$ cat src/rtl/nes_controller_reader.sv
// Polls two NES pads once per poll strobe and publishes active-high button
// vectors atomically, with a valid pulse, at the end of each read frame.
module nes_controller_reader #(
  parameter int LATCH_CYCLES = 302,
  parameter int HALF_CYCLES  = 151,
  parameter int CNT_W        = 9
) (
  input  logic       clk,
  input  logic       reset,
  input  logic       poll,
  input  logic [1:0] nes_data,
  output logic [1:0] nes_latch,
  output logic [1:0] nes_clk,
  output logic [7:0] buttons_p1,
  output logic [7:0] buttons_p2,
  output logic       valid,
  output logic       busy
);

  typedef enum logic [2:0] {IDLE, LATCH, LOW, HIGH, DONE} state_t;

  state_t           state, state_nxt;
  logic [CNT_W-1:0] cnt;
  logic [2:0]       idx;
  logic [7:0]       sr_p1, sr_p2;
  logic [1:0]       data_sync_p0, data_sync_p1;
  logic             latch_end, half_end;

  assign latch_end = (cnt == CNT_W'(LATCH_CYCLES - 1));
  assign half_end  = (cnt == CNT_W'(HALF_CYCLES - 1));

  // Stage p0/p1: two-flop synchroniser for the asynchronous pad data
  always_ff @(posedge clk) begin
    data_sync_p0 <= nes_data;
    data_sync_p1 <= data_sync_p0;
  end

  always_ff @(posedge clk) begin
    if (reset) state <= IDLE;
    else       state <= state_nxt;
  end

  always_comb begin
    state_nxt = state;
    case (state)
      IDLE:    if (poll) state_nxt = LATCH;
      LATCH:   if (latch_end) state_nxt = LOW;
      LOW:     if (half_end) state_nxt = HIGH;
      HIGH:    if (half_end) state_nxt = (idx == 3'd7) ? DONE : LOW;
      DONE:    state_nxt = IDLE;
      default: state_nxt = IDLE;
    endcase
  end

  always_comb begin
    nes_latch = (state == LATCH) ? 2'b11 : 2'b00;
    nes_clk   = (state == LOW)   ? 2'b00 : 2'b11;
    valid     = (state == DONE);
    busy      = (state != IDLE);
  end

  // Phase counter restarts on every state change so each phase is timed from zero
  always_ff @(posedge clk) begin
    if (reset || state == IDLE || state_nxt != state) cnt <= '0;
    else                                              cnt <= cnt + 1'b1;
  end

  always_ff @(posedge clk) begin
    if (reset || state == LATCH)   idx <= 3'd0;
    else if (state == HIGH && half_end) idx <= idx + 3'd1;
  end

  // Sample at the very end of the low phase, when the pad output has long settled
  always_ff @(posedge clk) begin
    if (reset) begin
      sr_p1 <= 8'h00;
      sr_p2 <= 8'h00;
    end else if (state == LOW && half_end) begin
      sr_p1[idx] <= ~data_sync_p1[0];
      sr_p2[idx] <= ~data_sync_p1[1];
    end
  end

  // Both vectors change on the same edge that enters DONE, so they never mix frames
  always_ff @(posedge clk) begin
    if (reset) begin
      buttons_p1 <= 8'h00;
      buttons_p2 <= 8'h00;
    end else if (state == HIGH && half_end && idx == 3'd7) begin
      buttons_p1 <= sr_p1;
      buttons_p2 <= sr_p2;
    end
  end

endmodule

$ cat config.mk
export PLATFORM = sky130hd
export DESIGN_NAME = nes_controller_reader
export DESIGN_NICKNAME = d
export VERILOG_FILES = /design/src/rtl/nes_controller_reader.sv
export SDC_FILE = /design/constraint.sdc
export NUM_CORES = 1
export LEC_CHECK = 0
export ABC_CLOCK_PERIOD_IN_PS = 3100
export BUFFER_PORTS_ARGS = -buffer_cell sky130_fd_sc_hd__buf_2
export CORE_MARGIN = 4
export CORE_UTILIZATION = 56
export DETAILED_ROUTE_END_ITERATION = 10
export PLACE_DENSITY_LB_ADDON = 0.3
export SLEW_MARGIN = 10
export SYNTH_ARGS = -nofsm -noshare
export SYNTH_HDL_FRONTEND = slang
export SYNTH_SLANG_ARGS = --single-unit
export TNS_END_PERCENT = 50
$ cat constraint.sdc
create_clock -name clk -period 3.1 [get_ports clk]
set_input_delay 0.62 -clock clk [delete_from_list [all_inputs] [get_ports clk]]
set_output_delay 0.62 -clock clk [all_outputs]
set_load 0.03 [all_outputs]
# Yosys cells after proc, flatten, opt, wreduce, memory -nomap -nowiden
# Cells that the tools add are included.
[word_totals]
regBits = 51
wordCells = 44
[op_classes]
add_sub_neg = 2
magnitude_cmp = 2
n_eq_ne = 8
n_mux = 12
bitwise_logic = 2
n_reduce_logical = 9
[op_table]
columns = ["operator", "n"]
rows = [
  ["bitwise mux 8 bit", 2],
  ["two-way mux 3 bit", 5],
  ["case mux 3 bit (4 select lines)", 1],
  ["adder 9 x 1 -> 9 bit (second input constant)", 1],
  ["equality test 9 x 8 -> 1 bit (second input constant)", 1],
  ["equality test 9 bit (second input constant)", 1],
  ["equality test 3 x 2 -> 1 bit (second input constant)", 2],
  ["equality test 3 bit (second input constant)", 2],
  ["logical AND 1 bit", 4],
  ["< comparator 3 x 4 -> 1 bit (second input constant)", 1],
  ["two-way mux 2 bit", 2],
  ["adder 3 x 1 -> 3 bit (second input constant)", 1],
  ["demux 1 bit (select 3 bit)", 1],
  ["equality test 3 x 1 -> 1 bit (second input constant)", 1],
  [">= comparator 3 x 1 -> 1 bit (second input constant)", 1],
  ["logical NOT 3 bit", 1],
  ["logical OR 1 bit", 3],
  ["!= test 3 bit", 1],
  ["nonzero test 3 bit", 1],
  ["inverter 1 bit", 2],
  ["two-way mux 1 bit", 1],
]

# Depth between registers and ports, before layout
[logic_depth]
ltp_word = 6
mapped_depth = 9
ltp_nobuf = 6

# Worst setup path after synthesis
# OpenSTA, ideal clock, no wires.
[synth_timing]
kind = "reg-to-output"
from = "reg state[2]"
to = "out nes_latch[1]"
t_arrival_ns = 1.387
setup_slack_ns = 1.093
path_stages_with_launch = 5
n_path_buf = 2
path_cell_list = "dfxtp_1 > clkbuf_2 > nand2b_1 > nor2_1 > buf_4"
[synth_between]
elab_chain_len = 2
[synth_lines]
columns = ["element", "line_no", "rtl"]
rows = [
  ["start, declared", "22", "state_t state, state_nxt;"],
  ["start signal, assigned", "40", "else state <= state_nxt;"],
  ["equality test 3 x 1 -> 1 bit", "56", "nes_latch = (state == LATCH) ? 2'b11 : 2'b00;"],
  ["two-way mux 2 bit", "56", ""],
  ["end, declared", "12", "output logic [1:0] nes_latch,"],
]
# Every way passes these cells.

# Worst setup path after layout
[layout_timing]
from = "reg cnt[0]"
to = "reg cnt[8]"
[layout_between]
elab_chain_len = 5
word_cells_on_any_way = 9
[layout_lines]
columns = ["element", "line_no", "rtl"]
rows = [
  ["start, declared", "23", "logic [CNT_W-1:0] cnt;"],
  ["start signal, assigned", "65", "else cnt <= cnt + 1'b1;"],
  ["equality test 9 x 8 -> 1 bit or equality test 9 bit (tied branches)", "30, 29", ""],
  ["two-way mux 3 bit (on tied branches)", "49, 47, 48", ""],
  ["case mux 3 bit (4 select lines)", "45", "case (state)"],
  ["!= test 3 bit", "64", "if (reset || state == IDLE || state_nxt != state) cnt <= '0;"],
  ["logical OR 1 bit", "64", ""],
]
# Several ways; a longest one is shown, not always the timed one.
# A chain may end at the register's enable or synchronous reset.

==> impl_results.md <==
* Switching portion of total power at between 20% and 30%
* Clock Pin Slew Worst Setup and Hold Paths at 0.08 ns
* Power, Total at 0.00109 W
* Die ar. at approximately 5300 µm²
* RSZ-0062 raised after global routing: false
* Largest stage delay on the critical path at 0.59 ns
* # IOs at 27
* Pleak at ~0.96 nW
* Final setup vio count at 0
* Area added between synthesis and finish at 7.49%
* Share of layout cells above drive strength 1 at between 15 and 20%
* H-tree depth at 2
* Initial Util at 58.0%
* Pwr Density at approximately 430 nW/µm²
* Core area at 4030 µm²
* Post-route antenna net violation count at 0
* Routed wire length at around 4300 µm
* CTS Root Cell: clkbuf_8
* Part of the Yosys area used for sequential elements at roughly 44%
* Chip height at slightly above 70 µm
* Crit path capture type: register
* Status: finished, final reports clean
* Fin. max-slew vios at 0
* Initial antenna violation count at 0
* Met3 usage at 4.13%
* First-pass GRT wire length at roughly 7500 µm
* Worst-path maximum fanout at 20
* Total CTS buffers at 5
* Final nets at roughly 280
* Detailed Route Iter0 Violations at 85
* Worst path cell trace: inv_1 -> ha_1 -> nor4bb_1 -> buf_4 -> nand3_1 -> nand2_1 -> o31ai_1
* Most common cell after layout, fill and taps aside: dfxtp_1
* Ys flop type: dfxtp_1
* CP max stage cell: nand3_1
* Combinational share of power at 4.0%
* Wire per inst at 13.4 µm
* Cell internal pwr at around 0.00085 W
* Post-CTS setup buffers at 0
* Post-cts sizing count at 0
* Worst min-delay path class: reg -> reg
* Number of global-route vias before repair at about 1700
* Met1 Use GR at 24.3%
* Ys async rst share at 0%
* Site row count at 23
* Grt peak-use layer: met2
* CTS tree: done
* Mapped Area at 2340 µm²
* Via count at around 1800
* RD Place Congestion at approximately 0.8
* Fin Hold WS at 0.333 ns
* Syn Inst Count at between 200 and 300
* GRT Resource Usage Total at between 10% and 20%
* Routed vias/inst at 5.54
* WP buf/inv at 2
* Commonest cells after routing, fill and taps aside: 51 x dfxtp_1, 39 x nand2_1, 26 x buf_2
* Syn_area_per_cell at between 9 and 10 µm²
* Warnings, synthesis at 0
* Critical path's top delay family: simple AND/OR/NAND/NOR gates
* Sequential Power Share at 60.8%
* DP Area at around 2400 µm²
* Worst vdd ir at between 0.3 and 0.4 mV
* Worst-Margin Slew at 0.816 ns
* Final Critical Period at roughly 2.2 ns
* DRC violations left at 0
* Sw Pwr at 0.000241 W
* Design Area, Final at roughly 2500 µm²
* Clock Skews at between 0.006 and 0.007 ns
* Register bit count reported by yosys at 51
* CP arrival at roughly 2.4 ns
* Tcrit/Tclk final at 72.5%
* Fin Setup TNS at 0 ns
* Worst path required time at roughly 3.3 ns
* Fmax at ~0.44 GHz
* Final Util at between 60 and 70%
* Max-cap viol count at 0
* EDFF count, synth at 0
* Diode count at 0
* Worst setup SP type: register
* Worst-skew pair later-pin latency at about 0.30 ns
* Slew HR at roughly 45%
* Post-synth cell types at 42
* Clock share of power at between 30% and 40%
* Port bufs at 26
* WS Path Type: reg -> reg
* Detailed placer's ending HPWL at approximately 2900 µm
* Hold buffer count at CTS at 0
* Layout fillers at around 360
* M2 GR Usage at 28.4%
* Total gr overflow at 0
* Largest net degree at the start of global routing at 47
* Final hold vios at 0
* Clock Tree Buf Depth at 2
* Die X at 72.6 µm
* DRT Pass-1 Iters at 4
* CTS sink count at 51
* Syn Nets at 265
[cell type report]
type                       instances  area [µm²]  area share, %
inverter                           6        22.5          0.896
clock inverter                     1        5.00          0.199
timing repair buffer              28         145           5.78
sequential                        51        1020           40.6
tap                               50        62.6           2.49
multi-input combinational        179        1170           46.7
clock buffer                       6        82.6           3.29
[path summary, 6_finish.rpt]
| path | endpoint | cells after the start | slack, ns | start |
|---|---|---|---|---|
| hold reg to reg | data_sync_p1[1]$_DFF_P_ | 0 | 0.33 | data_sync_p0[1]$_DFF_P_ |
| setup / recovery | cnt[8]$_SDFF_PP0_ | 7 | 0.85 | cnt[0]$_SDFF_PP0_ |
| setup reg to reg | cnt[8]$_SDFF_PP0_ | 7 | 0.85 | cnt[0]$_SDFF_PP0_ |
| hold / removal | data_sync_p1[1]$_DFF_P_ | 0 | 0.33 | data_sync_p0[1]$_DFF_P_ |
[power by group through the flow]
| stage | clock network (W) | registers, W | logic, W |
|---|---|---|---|
| after detailed placement | 0 | 0.000679 | 0.0000444 |
| after CTS | 0.000391 | 0.000663 | 0.0000443 |
| after global routing | 0.000411 | 0.000664 | 0.0000477 |
| final | 0.000383 | 0.000663 | 0.0000439 |
| after floorplan | 0 | 0.000678 | 0.0000386 |
| after global placement | 0 | 0.000679 | 0.0000435 |
[logic make-up (layout without fill, tap and decap cells)]
kind of cell | Yosys count | count (layout) | share of synthesized area, %
simple gates | 112 | 112 | 27.0
flops | 51 | 51 | 43.7
compound gates | 35 | 35 | 8.78
buf+inv | 25 | 41 | 6.10
mux | 22 | 22 | 9.85
fa+ha+maj | 5 | 5 | 2.68
xor+xnor | 5 | 5 | 1.87
[metal layers]
layer,wire [µm],vias up
met2,2070,25
met4,62,0
met1,2010,845
met5,0,-
met3,157,6
li1,-,903
[cell usage after synthesis (2+ instances only)]
cell	n	area share (%)
a21oi_1	20	4.3
and3_1	3	0.80
buf_2	2	0.43
buf_4	4	1.3
buf_6	4	1.9
clkbuf_1	8	1.3
dfxtp_1	51	44
ha_1	5	2.7
inv_1	6	0.96
mux2_4	2	1.3
mux2i_1	20	8.6
nand2_1	39	6.3
nand2b_1	15	4.0
nand3_1	8	1.7
nand4_1	3	0.80
nor2_1	9	1.4
nor3_1	10	2.1
nor3b_2	2	1.1
nor4_1	2	0.54
nor4bb_1	2	0.86
o21a_1	3	0.96
o21ai_0	5	1.1
o31ai_1	2	0.64
or2_2	4	1.1
or3_1	4	1.1
or4_1	2	0.64
or4b_4	2	1.2
xnor2_1	3	1.1
xor2_1	2	0.75
[through the flow]
step / setup slack (ns) / std cells
floorplan: 1.09 / 255
global placement: 0.959 / 314
detailed placement: 0.824 / 314
CTS: 0.811 / 321
global route: 0.615 / 321
finish: 0.851 / 321
[registers in the layout, summed over array words and instances, names as in the netlist]
signal and cells:
buttons_p1 8, buttons_p2 8, cnt 9, data_sync_p0 2, data_sync_p1 2, idx 3
sr_p1 8, sr_p2 8, state 3
[worst register-to-register path, stage by stage (launching register included)]
cell	delay [ns]
dfxtp_1	0.36
inv_1	0.08
ha_1	0.14
nor4bb_1	0.28
buf_4	0.21
nand3_1	0.59
nand2_1	0.36
o31ai_1	0.10
Note: power is estimated with default switching activity, not from simulation.
